### src/rtl/sdram_access_arbiter.sv
// rtl/sdram_access_arbiter.sv - time-shares the SDRAM command port between refresh, display fetch and user writes
// One command in flight at a time; the winner is acknowledged after ctrl_done, in a one-cycle RELEASE slot.
module sdram_access_arbiter #(
    parameter int MAX_WAIT   = 4,
    parameter int WAIT_W     = 3,
    parameter int DISP_BURST = 800
) (
    input  logic        osc_clk,
    input  logic        RST,
    input  logic        ref_req,
    output logic        ref_ack,
    input  logic        disp_req,
    input  logic [8:0]  disp_row,
    input  logic [2:0]  disp_page,
    output logic        disp_done,
    input  logic        FIFO_full,
    input  logic [15:0] FIFO_data,
    input  logic [2:0]  page_set,
    input  logic [8:0]  row_add,
    input  logic [9:0]  col_add,
    output logic        FIFO_RD_req,
    output logic        startup_inc,
    output logic        ctrl_valid,
    input  logic        ctrl_ready,
    output logic [1:0]  ctrl_cmd,
    output logic [21:0] ctrl_addr,
    output logic [9:0]  ctrl_len,
    output logic [15:0] ctrl_wdata,
    input  logic        ctrl_done,
    output logic [1:0]  grant_id,
    output logic        busy
);

    typedef enum logic [1:0] {
        S_IDLE    = 2'd0,
        S_ISSUE   = 2'd1,
        S_WAIT    = 2'd2,
        S_RELEASE = 2'd3
    } state_t;

    // Grant codes double as controller command codes.
    localparam logic [1:0] G_NONE = 2'b00;
    localparam logic [1:0] G_WR   = 2'b01;
    localparam logic [1:0] G_DISP = 2'b10;
    localparam logic [1:0] G_REF  = 2'b11;

    localparam logic [WAIT_W-1:0] L_MAX_WAIT = WAIT_W'(MAX_WAIT);
    localparam logic [9:0]        L_BURST    = 10'(DISP_BURST);

    state_t            r_state;
    state_t            w_state_nxt;
    logic [1:0]        w_win;
    logic              w_force_write;
    logic [WAIT_W-1:0] r_wait_cnt;
    logic              r_ctrl_valid;
    logic [1:0]        r_ctrl_cmd;
    logic [21:0]       r_ctrl_addr;
    logic [9:0]        r_ctrl_len;
    logic [15:0]       r_ctrl_wdata;
    logic [1:0]        r_grant_id;
    logic              r_ref_ack;
    logic              r_disp_done;
    logic              r_fifo_rd;

    assign w_force_write = FIFO_full && (r_wait_cnt == L_MAX_WAIT);

    always_comb begin
        w_state_nxt = r_state;
        w_win       = G_NONE;
        case (r_state)
            S_IDLE: begin
                if (ref_req)            w_win = G_REF;
                else if (w_force_write) w_win = G_WR;
                else if (disp_req)      w_win = G_DISP;
                else if (FIFO_full)     w_win = G_WR;
                if (w_win != G_NONE)    w_state_nxt = S_ISSUE;
            end
            S_ISSUE:   if (ctrl_ready) w_state_nxt = S_WAIT;
            S_WAIT:    if (ctrl_done)  w_state_nxt = S_RELEASE;
            S_RELEASE: w_state_nxt = S_IDLE;
            default:   w_state_nxt = S_IDLE;
        endcase
    end

    always_ff @(posedge osc_clk or posedge RST) begin
        if (RST) r_state <= S_IDLE;
        else     r_state <= w_state_nxt;
    end

    always_ff @(posedge osc_clk or posedge RST) begin
        if (RST) begin
            r_wait_cnt   <= '0;
            r_ctrl_valid <= 1'b0;
            r_ctrl_cmd   <= G_NONE;
            r_ctrl_addr  <= '0;
            r_ctrl_len   <= '0;
            r_ctrl_wdata <= '0;
            r_grant_id   <= G_NONE;
            r_ref_ack    <= 1'b0;
            r_disp_done  <= 1'b0;
            r_fifo_rd    <= 1'b0;
        end else begin
            r_ref_ack   <= 1'b0;
            r_disp_done <= 1'b0;
            r_fifo_rd   <= 1'b0;
            case (r_state)
                S_IDLE: begin
                    if (w_win != G_NONE) begin
                        r_ctrl_valid <= 1'b1;
                        r_ctrl_cmd   <= w_win;
                        r_grant_id   <= w_win;
                    end
                    case (w_win)
                        G_REF: begin
                            r_ctrl_addr  <= '0;
                            r_ctrl_len   <= '0;
                            r_ctrl_wdata <= '0;
                        end
                        G_WR: begin
                            r_ctrl_addr  <= {page_set, row_add, col_add};
                            r_ctrl_len   <= 10'd1;
                            r_ctrl_wdata <= FIFO_data;
                            r_wait_cnt   <= '0;
                        end
                        G_DISP: begin
                            r_ctrl_addr  <= {disp_page, disp_row, 10'd0};
                            r_ctrl_len   <= L_BURST;
                            r_ctrl_wdata <= '0;
                            // Only display grants that overtake a pending write count toward starvation.
                            if (FIFO_full && (r_wait_cnt != L_MAX_WAIT))
                                r_wait_cnt <= r_wait_cnt + 1'b1;
                        end
                        default: ;
                    endcase
                end
                S_ISSUE: if (ctrl_ready) r_ctrl_valid <= 1'b0;
                S_WAIT: begin
                    if (ctrl_done) begin
                        r_fifo_rd   <= (r_grant_id == G_WR);
                        r_disp_done <= (r_grant_id == G_DISP);
                        r_ref_ack   <= (r_grant_id == G_REF);
                    end
                end
                S_RELEASE: begin
                    r_grant_id   <= G_NONE;
                    r_ctrl_cmd   <= G_NONE;
                    r_ctrl_addr  <= '0;
                    r_ctrl_len   <= '0;
                    r_ctrl_wdata <= '0;
                end
                default: ;
            endcase
        end
    end

    assign ctrl_valid  = r_ctrl_valid;
    assign ctrl_cmd    = r_ctrl_cmd;
    assign ctrl_addr   = r_ctrl_addr;
    assign ctrl_len    = r_ctrl_len;
    assign ctrl_wdata  = r_ctrl_wdata;
    assign grant_id    = r_grant_id;
    assign ref_ack     = r_ref_ack;
    assign disp_done   = r_disp_done;
    assign FIFO_RD_req = r_fifo_rd;
    assign startup_inc = r_fifo_rd;
    assign busy        = (r_state != S_IDLE);

endmodule

### config.mk
export PLATFORM = sky130hd
export DESIGN_NAME = sdram_access_arbiter
export DESIGN_NICKNAME = d
export VERILOG_FILES = /design/src/rtl/sdram_access_arbiter.sv
export SDC_FILE = /design/constraint.sdc
export NUM_CORES = 1
export LEC_CHECK = 0
export CORE_ASPECT_RATIO = 0.6
export CORE_MARGIN = 3
export CORE_UTILIZATION = 41
export CTS_BUF_LIST = sky130_fd_sc_hd__clkbuf_8
export DETAILED_ROUTE_END_ITERATION = 7
export PLACE_DENSITY = 0.78
export SETUP_SLACK_MARGIN = 0.4
export SYNTH_ARGS = -nofsm -noshare
export SYNTH_HDL_FRONTEND = slang
export SYNTH_SLANG_ARGS = --single-unit
export TNS_END_PERCENT = 50
### constraint.sdc
create_clock -name osc_clk -period 4 [get_ports osc_clk]
set_input_delay 0.8 -clock osc_clk [delete_from_list [all_inputs] [get_ports osc_clk]]
set_output_delay 0.8 -clock osc_clk [all_outputs]
set_load 0.01 [all_outputs]
==> key figures, run 1 <==
Status
  – Status: complete, no violations

Critical path
  – Worst reg2reg path depth: 10
  – Worst path max stage delay: 0.50 ns
  – Delay-heaviest family, CP: simple AND/OR/NAND/NOR gates
  – Crit path DAT: ~3.4 ns
  – CP most frequent cell: nand2_1
  – Crit-path cells: clkdlybuf4s50_1 -> nand3_1 -> a21oi_1 -> nor2_1 -> inv_1 -> ha_1 -> nor4b_4 -> or2_1 -> nand2_1 -> nand2_1
  – WP depth: 10
  – Critical-path top delay cell: clkdlybuf4s50_1
  – Crit path from: FIFO_full
  – Startpoint Class: primary input
  – Crit-path max FO: 16
  – CP Buf/Inv Count: 2
  – WP data required: 4.24 ns
  – CP Capture Point: ctrl_wdata[12]
  – Reg2reg end: ctrl_wdata[12]
  – CP Capture Type: flip-flop
  – Reg-to-Reg Start: r_state[0]
  – Crit Path Category: primary input to flip-flop
  – R2R Setup Slk: roughly 0.94 ns

Global routing
  – Initial antenna violation count: 0
  – Vias in the first global route: between 2000 and 2500
  – Grt total ovfl: 0
  – Largest net degree at the start of global routing: 52
  – First-pass GRT wire length: 10.3 mm
  – Tot GR Track Use: between 10% and 20%

Hold path
  – Tightest Hold Check Type: flip-flop to flip-flop
  – Worst Hold Launch: ctrl_wdata[4]

Logic synthesis
  – Synthesized flop and latch total: about 50
  – Most used DFF post-synth: dfrtp_1
  – Leading area contributor after synthesis: dfrtp_1
  – Syn. warnings: 0
  – Synthesized area per cell: 9.41 µm²
  – Dominant cells by area after synthesis: dfrtp_1 (48%), ha_1 (6.1%), nand3_1 (5.6%)
  – Mapped Cells: roughly 280
  – Fraction of registers with async set/reset: 100%
  – Post-synth EDFFs: 0
  – Share of the synthesized area in the top cell type: 47.9%
  – Syn Std Cell Area: between 0.002 and 0.003 mm²
  – Post-synthesis sequential area ratio: between 40% and 50%
  – Netlist cell types: 38

Routing
  – Post-Route WL: 6.56 mm
  – Residual DRC: 0
  – WL/cell: 14.0 µm
  – DRT Pass-1 Iters: 4
  – Via-to-Cell Ratio: 4.87
  – Antenna-violating nets left: 0
  – DR iter-0 viols: 80
  – Via count: 2275

Placement
  – Post-Place Setup Slack: around 0.55 ns
  – Placed Instance Area: 0.00371 mm²
  – Routability cong.: a little under 0.8
  – Hpwl dp: roughly 5 mm
  – # port buffers: roughly 110

Layout
  – Post-Layout Inst Area: 0.00382 mm²
  – Diodes inserted: 0
  – Share of cells above drive strength 1: 5.74%
  – P&R area growth vs syn: 43.3%
  – Layout Nets: 452

STA
  – RSZ-0062 raised after global routing: no
  – FMAX: 319 MHz
  – Slew margin rel.: 30.8%
  – Worst setup margin: 0.861 ns
  – Final hold slack: between 0.4 and 0.5 ns
  – # setup viols final: 0
  – Crit share post-route: 78.5%
  – Slew Limit Fails: 0
  – Fin Clk Skew: 0.00771 ns
  – Clock period minus worst slack: ~3.1 ns
  – Final Hold Viols: 0
  – Fin Setup TNS: 0 ns
  – Worst Max-Slew Pin Slew: 1.04 ns

Clock tree
  – Htree depth: 2
  – Clock tree buffer depth: 2
  – CTS Root Cell: clkbuf_8
  – Later-pin clock latency in the skew report: 0.30 ns
  – CTS resizes: 0
  – Num CTS Buffers: 5
  – Sink Count: slightly above 50
  – Cts hold-fix bufs: 0
  – Postcts setup bufs: 0
  – CTS tree: built
  – Clock Pin Slew Worst Setup and Hold Paths: 0.09 ns

Power and ir drop
  – Cell Pwr Density: 686 mW/mm²
  – Sequential Power Share: ~30%
  – Combinational fraction of design power: 57.5%
  – Net Switching: 1.12 mW
  – Leak Pwr: 1.69 nW
  – Sw frac: 42.7%
  – Clock power frac: 12.3%
  – Pwr Total: 2.62 mW
  – P_int: approximately 1.5 mW
  – Peak supply drop: between 0.3 and 0.4 mV

Floorplanning
  – Die width: 110 µm
  – Die Footprint: 0.00753 mm²
  – Cell Rows: 22
  – DIE HEIGHT: about 70 µm
  – Core area: about 0.0062 mm²
  – Initial Util: 43.0%
  – I/O pin total: ~120

Flow run
  – Max-cap violations: 0
[worst register-to-register path: stages, from the launching register on]
cell and delay [ns]:
dfrtp_1 0.42, inv_1 0.14, ha_1 0.36, inv_1 0.17
nor2_1 0.32, inv_1 0.14, ha_1 0.42, nor4b_4 0.38
or2_1 0.47, nand2_1 0.12, nand2_1 0.08
[worst min path at each step]
stage                           endpoint  slack (ns)  depth (start not counted)
after floorplan            ctrl_wdata[0]        0.50                          2
after global placement     ctrl_wdata[2]        0.45                          2
after detailed placement   ctrl_wdata[4]        0.46                          2
after CTS                  ctrl_wdata[4]        0.48                          2
after global routing      ctrl_wdata[13]        0.51                          2
final                      ctrl_wdata[4]        0.48                          2
[metrics by stage]
| stage | utilization (%) | std cells |
|---|---|---|
| 6_report | 61.6 | 467 |
| 4_1_cts | 61.6 | 467 |
| 5_1_grt | 61.6 | 467 |
| 3_3_place_gp | 60.0 | 459 |
| 2_1_floorplan | - | 288 |
| 3_5_place_dp | 60.0 | 459 |
[sequential cells by signal, indices dropped and copies added, names as in the netlist]
signal,flops
FIFO_RD_req,1
ctrl_addr,22
ctrl_len,2
ctrl_valid,1
ctrl_wdata,16
disp_done,1
grant_id,2
r_state,2
r_wait_cnt,3
ref_ack,1
[metal layers]
| metal | part of all wire [%] | track usage (%) | vias to the layer above |
|---|---|---|---|
| met3 | 11 | 6.31 | 2 |
| li1 | - | - | 1128 |
| met5 | 0 | 0 | - |
| met1 | 46 | 23.9 | 1052 |
| met4 | 0.31 | 3.27 | 0 |
| met2 | 43 | 27.6 | 93 |
[power groups by stage]
stage	Combinational (mW)	Clock, mW	Sequential (mW)
3_5_place_dp	1.51	0	0.799
5_1_grt	1.69	0.349	0.815
2_1_floorplan	1.01	0	0.848
4_1_cts	1.52	0.330	0.792
6_report	1.51	0.323	0.791
3_3_place_gp	1.47	0	0.797
[cell type report]
cell class | instances | area [µm²]
sequential | 51 | 1280
timing repair buffer | 113 | 1120
inverter | 35 | 131
tap | 84 | 105
multi-input combinational | 176 | 1080
clock inverter | 1 | 7.51
clock buffer | 7 | 96.3
fill | 534 | 2380
[cells by family after synthesis]
logic type	share of synthesized area, %
mux	1.97
flops	47.9
other cells	0.141
simple gates	19.4
fa+ha+maj	6.11
buf+inv	12.4
compound gates	12.0
[cell usage after synthesis (all sizes together), types with 2 or more instances]
cell	n
o21ai	26
nand2b	2
a21oi	3
nand3	30
dfrtp	51
buf	22
a22o	12
clkbuf	4
nand4	11
nor3	2
mux2i	3
nand2	39
ha	13
and3	2
inv	35
mux2	2
nor2	11
[cell usage in the layout (no fill, tap or decap), types with 5 or more instances in the layout]
cell,instances
nor2_1,10
clkbuf_8,7
nand3_1,30
dfrtp_1,51
nand2_1,39
nand4_1,11
buf_4,5
inv_1,34
a22o_1,12
ha_1,13
clkdlybuf4s50_1,108
conb_1,6
o21ai_0,15
o21ai_1,11
Note: power is estimated with default switching activity, not from simulation.
==> run 2: changes to the inputs <==
==> constraint.sdc (replaced) <==
create_clock -name osc_clk -period 3 [get_ports osc_clk]
set_input_delay 0.6 -clock osc_clk [delete_from_list [all_inputs] [get_ports osc_clk]]
set_output_delay 0.6 -clock osc_clk [all_outputs]
set_load 0.01 [all_outputs]
==> key figures, run 2 (synthesis gave the netlist of run 1 again) <==
Layout
  – Most frequent cells in the layout: clkdlybuf4s50_1 (108), dfrtp_1 (51), nand2_1 (39), inv_1 (34), nand3_1 (30) (unchanged)
  – P&R area growth vs syn: 45.8% (was 43.3%)
  – Commonest non-fill, non-tap cell in the layout: clkdlybuf4s50_1 (unchanged)
  – Max reg flops: 22 (unchanged)
  – Diodes inserted: 0 (unchanged)
  – # fillers: 536 (was 534)
  – Layout Nets: 455 (was 452)
  – Share of cells above drive strength 1: 7.51% (was 5.74%)
  – Post-Layout Inst Area: 0.00388 mm² (was 0.00382 mm²)

Critical path
  – Crit-path cells: clkdlybuf4s50_1 -> nand2_1 -> a21oi_1 -> nor2_1 -> ha_1 -> nor4b_4 -> or2_1 -> buf_4 -> nand2_1 -> nand2_1 (was clkdlybuf4s50_1 -> nand3_1 -> a21oi_1 -> nor2_1 -> inv_1 -> ha_1 -> nor4b_4 -> or2_1 -> nand2_1 -> nand2_1)
  – Critical-path top delay cell: clkdlybuf4s50_1 (unchanged)
  – Crit Path Category: primary input to flip-flop (unchanged)
  – CP Capture Type: flip-flop (unchanged)
  – CP most frequent cell: nand2_1 (unchanged)
  – Crit path DAT: 2.68 ns (was 3.38 ns)
  – Startpoint Class: primary input (unchanged)
  – Worst path max stage delay: 0.55 ns (was 0.50 ns)
  – Crit-path max FO: 16 (unchanged)
  – WP data required: 3.23 ns (was 4.24 ns)

Global routing
  – Initial antenna violation count: 0 (unchanged)
  – Tot GR Track Use: 16.9% (was 17.6%)
  – Routing usage on met1: 23.7% (was 23.9%)
  – GRT busiest layer: met2 (unchanged)
  – GR Util met3: 5.47% (was 6.31%)
  – First-pass GRT wire length: 9.85 mm (was 10.3 mm)
  – Vias in the first global route: 2030 (was 2158)
  – Grt total ovfl: 0 (unchanged)
  – Largest net degree at the start of global routing: 48 (was 52)
  – Grt met2 use: 26.4% (was 27.6%)

Routing
  – Antenna-violating nets left: 0 (unchanged)
  – Via count: 2250 (was 2275)
  – DR iter-0 viols: 125 (was 80)
  – Residual DRC: 0 (unchanged)
  – Post-Route WL: 6.43 mm (was 6.56 mm)
  – WL/cell: 13.7 µm (was 14.0 µm)
  – Via-to-Cell Ratio: 4.79 (was 4.87)
  – DRT Pass-1 Iters: 4 (unchanged)

Clock tree
  – Later-pin clock latency in the skew report: 0.29 ns (was 0.30 ns)
  – CTS Root Cell: clkbuf_8 (unchanged)
  – Postcts setup bufs: 0 (unchanged)
  – Clock tree buffer depth: 2 (unchanged)
  – Clock Pin Slew Worst Setup and Hold Paths: 0.08 ns (was 0.09 ns)
  – CTS tree: built (unchanged)
  – Sink Count: 51 (unchanged)
  – Cts hold-fix bufs: 0 (unchanged)
  – Htree depth: 2 (unchanged)
  – Num CTS Buffers: 5 (unchanged)

STA
  – # setup viols final: 0 (unchanged)
  – RSZ-0062 raised after global routing: yes (was no)
  – Fin Setup TNS: 0 ns (unchanged)
  – Slew margin rel.: 52.3% (was 30.8%)
  – Worst setup margin: 0.553 ns (was 0.861 ns)
  – Final Hold Viols: 0 (unchanged)
  – Clock period minus worst slack: 2.45 ns
  – Worst Max-Slew Pin Slew: 0.715 ns (was 1.04 ns)
  – Slew Limit Fails: 0 (unchanged)
  – Crit share post-route: 81.6%
  – Final hold slack: 0.477 ns (was 0.476 ns)
  – FMAX: 409 MHz
  – Fin Clk Skew: 0.00967 ns (was 0.00771 ns)

Flow run
  – Max-cap violations: 0 (unchanged)

Floorplanning
  – Core area: 0.00619 mm² (unchanged)
  – I/O pin total: 115 (unchanged)
  – Initial Util: 43.0% (unchanged)
  – Cell Rows: 22 (unchanged)
  – DIE HEIGHT: 68.4 µm (unchanged)
  – Die Footprint: 0.00753 mm² (unchanged)
  – Die width: 110 µm (unchanged)

Power and ir drop
  – Cell Pwr Density: 923 mW/mm² (was 686 mW/mm²)
  – Peak supply drop: 0.482 mV (was 0.338 mV)
  – Leak Pwr: 1.71 nW (was 1.69 nW)

Placement
  – # port buffers: 108 (unchanged)
  – Placed Instance Area: 0.00375 mm² (was 0.00371 mm²)
  – Hpwl dp: 4.97 mm (was 5.00 mm)
  – Routability cong.: 0.773 (was 0.776)
  – Post-Place Setup Slack: 0.151 ns (was 0.552 ns)

Hold path
  – Tightest Hold Check Type: flip-flop to flip-flop (unchanged)

Status
  – Status: complete, no violations (unchanged)
==> run 2: worst paths after layout <==
path	cells past startpoint	to	slack, ns	from
max	10	ctrl_wdata[10]	0.55	disp_req
min	2	ctrl_wdata[11]	0.48	ctrl_wdata[11]
max reg2reg	11	ctrl_wdata[10]	0.62	r_state[0]
min reg2reg	2	ctrl_wdata[11]	0.48	ctrl_wdata[11]
max in group asynchronous	3	ctrl_wdata[10]	1.65	RST
min in group asynchronous	2	ctrl_wdata[8]	0.73	RST
==> run 2: where the power goes <==
| part | leakage, nW | total (mW) | switching, mW | internal (mW) |
|---|---|---|---|---|
| Sequential | 0.682 | 1.06 | 0.141 | 0.914 |
| Combinational | 0.976 | 2.11 | 1.15 | 0.962 |
| Clock | 0.0505 | 0.420 | 0.210 | 0.210 |
| Total | 1.71 | 3.58 | 1.50 | 2.09 |
==> run 2: critical path: cells and delay by family <==
family	cells	cell delay, ns
simple gates	6	0.82
compound gates	1	0.24
buf+inv	2	0.74
fa+ha+maj	1	0.27
==> run 2: final cells by class <==
class                      count  area [µm²]  area share [%]
clock buffer                   7        96.3            2.48
sequential                    51        1280            32.9
tap                           84         105            2.71
clock inverter                 1        7.51           0.193
multi-input combinational    176        1110            28.7
inverter                      35         131            3.38
timing repair buffer         116        1150            29.7
==> run 2: layer usage <==
metal | wire length, µm | share of wire [%] | vias to the layer above
li1 | - | - | 1134
met1 | 2910 | 45 | 1028
met2 | 2830 | 44 | 86
met3 | 669 | 10 | 2
met4 | 20 | 0.31 | 0
met5 | 0 | 0 | -
==> run 2: per-stage QoR <==
stage / total power, mW / util [%] / std cells
floorplan: 2.48 / - / 288
global placement: 3.08 / 60.5 / 462
detailed placement: 3.13 / 60.5 / 462
CTS: 3.55 / 62.2 / 470
global route: 3.89 / 62.7 / 470
finish: 3.58 / 62.7 / 470
==> run 2: repair_timing <==
action | CTS | global route
hold endpoints to repair | 0 | 0
resized for setup | 1 | 7
pin swaps | 0 | 0
setup endpoints to repair | 21 | 44
gates cloned | 0 | 0
==> run 3: changes to the inputs <==
--- a/config.mk
+++ b/config.mk
@@ -7,10 +7,10 @@
 export LEC_CHECK = 0
 export CORE_ASPECT_RATIO = 0.6
 export CORE_MARGIN = 3
-export CORE_UTILIZATION = 41
+export CORE_UTILIZATION = 40
 export CTS_BUF_LIST = sky130_fd_sc_hd__clkbuf_8
 export DETAILED_ROUTE_END_ITERATION = 7
-export PLACE_DENSITY = 0.78
+export PLACE_DENSITY = 0.8
 export SETUP_SLACK_MARGIN = 0.4
 export SYNTH_ARGS = -nofsm -noshare
 export SYNTH_HDL_FRONTEND = slang
==> constraint.sdc (replaced) <==
create_clock -name osc_clk -period 2 [get_ports osc_clk]
set_input_delay 0.4 -clock osc_clk [delete_from_list [all_inputs] [get_ports osc_clk]]
set_output_delay 0.4 -clock osc_clk [all_outputs]
set_load 0.01 [all_outputs]
==> key figures, run 3 (synthesis gave the netlist of run 1 again) <==
Routing
  – DRT Pass-1 Iters: 4 (unchanged)
  – Residual DRC: 0 (unchanged)
  – DR iter-0 viols: 103 (was 125)
  – Antenna-violating nets left: 0 (unchanged)
  – Via count: 2544 (was 2250)
  – Post-Route WL: 7.78 mm (was 6.43 mm)
  – WL/cell: 15.0 µm (was 13.7 µm)
  – Via-to-Cell Ratio: 4.90 (was 4.79)

Power and ir drop
  – Cell Pwr Density: 1510 mW/mm² (was 923 mW/mm²)
  – P_int: 3.99 mW (was 2.09 mW)
  – Sequential Power Share: 23.0% (was 29.4%)
  – Peak supply drop: 0.771 mV (was 0.482 mV)
  – Sw frac: 42.0% (was 41.8%)
  – Leak Pwr: 2.23 nW (was 1.71 nW)
  – Net Switching: 2.89 mW (was 1.50 mW)
  – Pwr Total: 6.87 mW (was 3.58 mW)
  – Combinational fraction of design power: 66.2% (was 58.8%)
  – Clock power frac: 10.8% (was 11.7%)

Critical path
  – Worst reg2reg path depth: 13 (was 11)
  – Crit-path cells: inv_2 -> ha_4 -> nand3_2 -> a21oi_2 -> nor2_4 -> buf_6 -> ha_4 -> nor4b_4 -> buf_4 -> nor2_4 -> buf_6 -> nand3_1 -> nand2_1 (was clkdlybuf4s50_1 -> nand2_1 -> a21oi_1 -> nor2_1 -> ha_1 -> nor4b_4 -> or2_1 -> buf_4 -> nand2_1 -> nand2_1)
  – Worst path max stage delay: 0.40 ns (was 0.55 ns)
  – Startpoint Class: flip-flop (was primary input)
  – Crit-path max FO: 5 (was 16)
  – Critical-path top delay cell: dfrtp_1 (was clkdlybuf4s50_1)
  – Reg2reg end: ctrl_wdata[12] (was ctrl_wdata[10])
  – Crit Path Category: flip-flop to flip-flop (was primary input to flip-flop)
  – R2R Setup Slk: -0.14 ns (was 0.62 ns)
  – CP Capture Point: ctrl_wdata[12] (was ctrl_wdata[10])
  – Crit path DAT: 2.34 ns (was 2.68 ns)
  – WP data required: 2.20 ns (was 3.23 ns)
  – Reg-to-Reg Start: r_wait_cnt[0] (was r_state[0])
  – Crit path from: r_wait_cnt[0] (was disp_req)
  – CP Capture Type: flip-flop (unchanged)

Clock tree
  – Sink Count: 51 (unchanged)
  – Clock Pin Slew Worst Setup and Hold Paths: 0.10 ns (was 0.08 ns)
  – CTS tree: built (unchanged)
  – CTS Root Cell: clkbuf_8 (unchanged)
  – Later-pin clock latency in the skew report: 0.31 ns (was 0.29 ns)
  – Clock tree buffer depth: 2 (unchanged)
  – Htree depth: 2 (unchanged)
  – Cts hold-fix bufs: 0 (unchanged)
  – Num CTS Buffers: 5 (unchanged)

Layout
  – Commonest non-fill, non-tap cell in the layout: clkdlybuf4s50_1 (unchanged)
  – P&R area growth vs syn: 70.9% (was 45.8%)
  – Diodes inserted: 0 (unchanged)
  – Most frequent cells in the layout: clkdlybuf4s50_1 (56), dfrtp_1 (50), dlygate4sd2_1 (49), buf_4 (44), nand2_1 (34) (was clkdlybuf4s50_1 (108), dfrtp_1 (51), nand2_1 (39), inv_1 (34), nand3_1 (30))
  – Finished Layout Cells: 519 (was 470)
  – Max reg flops: 22 (unchanged)
  – Share of cells above drive strength 1: 27.8% (was 7.51%)
  – Layout Nets: 504 (was 455)

Placement
  – Hpwl dp: 5.21 mm (was 4.97 mm)
  – Placed Cells: 486 (was 462)
  – # port buffers: 108 (unchanged)
  – Routability cong.: 0.858 (was 0.773)

STA
  – Clock period minus worst slack: 2.14 ns
  – Crit share post-route: 107%
  – Worst Max-Slew Pin Slew: 0.488 ns (was 0.715 ns)
  – Worst setup margin: -0.138 ns (was 0.553 ns)
  – Slew Limit Fails: 0 (unchanged)
  – RSZ-0062 raised after global routing: yes (unchanged)
  – # setup viols final: 40 (was 0)
  – FMAX: 468 MHz
  – Final Hold Viols: 0 (unchanged)
  – Slew margin rel.: 67.1% (was 52.3%)
  – Fin Clk Skew: 0.00758 ns (was 0.00967 ns)

Global routing
  – Vias in the first global route: 2519 (was 2030)
  – Initial antenna violation count: 0 (unchanged)
  – Tot GR Track Use: 19.5% (was 16.9%)
  – Largest net degree at the start of global routing: 52 (was 48)
  – Grt total ovfl: 0 (unchanged)
  – First-pass GRT wire length: 12.2 mm (was 9.85 mm)

Floorplanning
  – Initial Util: 42.4% (was 43.0%)
  – I/O pin total: 115 (unchanged)
  – Cell Rows: 22 (unchanged)
  – DIE HEIGHT: 69.2 µm (was 68.4 µm)
  – Die Footprint: 0.00771 mm² (was 0.00753 mm²)
  – Die width: 111 µm (was 110 µm)
  – Core area: 0.00628 mm² (was 0.00619 mm²)

Status
  – Status: complete, but fails checks (was complete, no violations)
  – Failing checks: setup timing

Flow run
  – Max-cap violations: 0 (unchanged)

Hold path
  – Hold-critical path depth: 2 (unchanged)
  – Tightest Hold Check Type: flip-flop to flip-flop (unchanged)
## run 3: cell count changes in the layout (fill, tap and decap cells not counted), sizes merged
cell / before / now
buf: 8 / 57
bufinv: 0 / 1
clkbuf: 7 / 6
clkdlybuf4s50: 108 / 56
clkinvlp: 1 / 3
dlygate4sd2: 0 / 49
dlymetal6s2s: 0 / 2
inv: 35 / 34
## run 3: final cells by class
cell class	count	area, µm²
Multi-Input combinational cell	176	1340
Clock inverter	3	46.3
Fill cell	469	1720
Inverter	35	139
Tap cell	84	105
Sequential cell	51	1280
Timing Repair Buffer	165	1570
Clock buffer	5	68.8
## run 3: critical path, delay by kind of cell, from the launching register on
| family | cells | cell delay [ns] |
|---|---|---|
| flops | 1 | 0.40 |
| simple gates | 6 | 0.64 |
| buf+inv | 4 | 0.50 |
| fa+ha+maj | 2 | 0.32 |
| compound gates | 1 | 0.19 |
## run 3: how the worst min path moves through the flow
stage / startpoint / endpoint / slack, ns
floorplan: RST / FIFO_RD_req / 0.45
global placement: ctrl_wdata[6] / ctrl_wdata[6] / 0.45
detailed placement: ctrl_wdata[6] / ctrl_wdata[6] / 0.46
CTS: ctrl_wdata[4] / ctrl_wdata[4] / 0.48
global route: ctrl_wdata[11] / ctrl_wdata[11] / 0.49
finish: ctrl_wdata[11] / ctrl_wdata[11] / 0.47
## run 3: through the flow
step | TNS (ns) | cell area [µm²] | util (%) | setup slack (ns) | hold WS [ns]
3_3_place_gp | -17.99 | 4050 | 64.5 | -0.459 | 0.453
6_report | -3.70 | 4550 | 72.5 | -0.138 | 0.474
4_1_cts | -1.35 | 4410 | 70.3 | -0.0772 | 0.475
3_5_place_dp | -20.47 | 4050 | 64.5 | -0.498 | 0.458
5_1_grt | -7.82 | 4550 | 72.5 | -0.255 | 0.486
2_1_floorplan | -2.87 | 2750 | - | -0.110 | 0.449
## run 3: metal layers
metal / GRT usage (%) / vias to the layer above / part of all wire [%]
met5: 0 / - / 0
met4: 4.18 / 0 / 1.0
met3: 6.45 / 10 / 8.0
met2: 31.1 / 101 / 46
met1: 26.0 / 1192 / 45
li1: - / 1241 / -
## run 3: power groups by stage
stage                     clock, mW  combinational [mW]  sequential [mW]
after floorplan                   0                2.14             1.70
after global placement            0                3.59             1.59
after detailed placement          0                3.68             1.60
after CTS                     0.751                4.16             1.57
after global routing          0.802                4.93             1.62
final                         0.739                4.55             1.58
## run 3: what timing repair did
action | in CTS | in global routing
setup buffers | 21 | 3
gates resized for setup | 98 | 20
gates cloned | 0 | 1
endpoints found under the setup margin | 98 | 51
pin swaps | 13 | 23
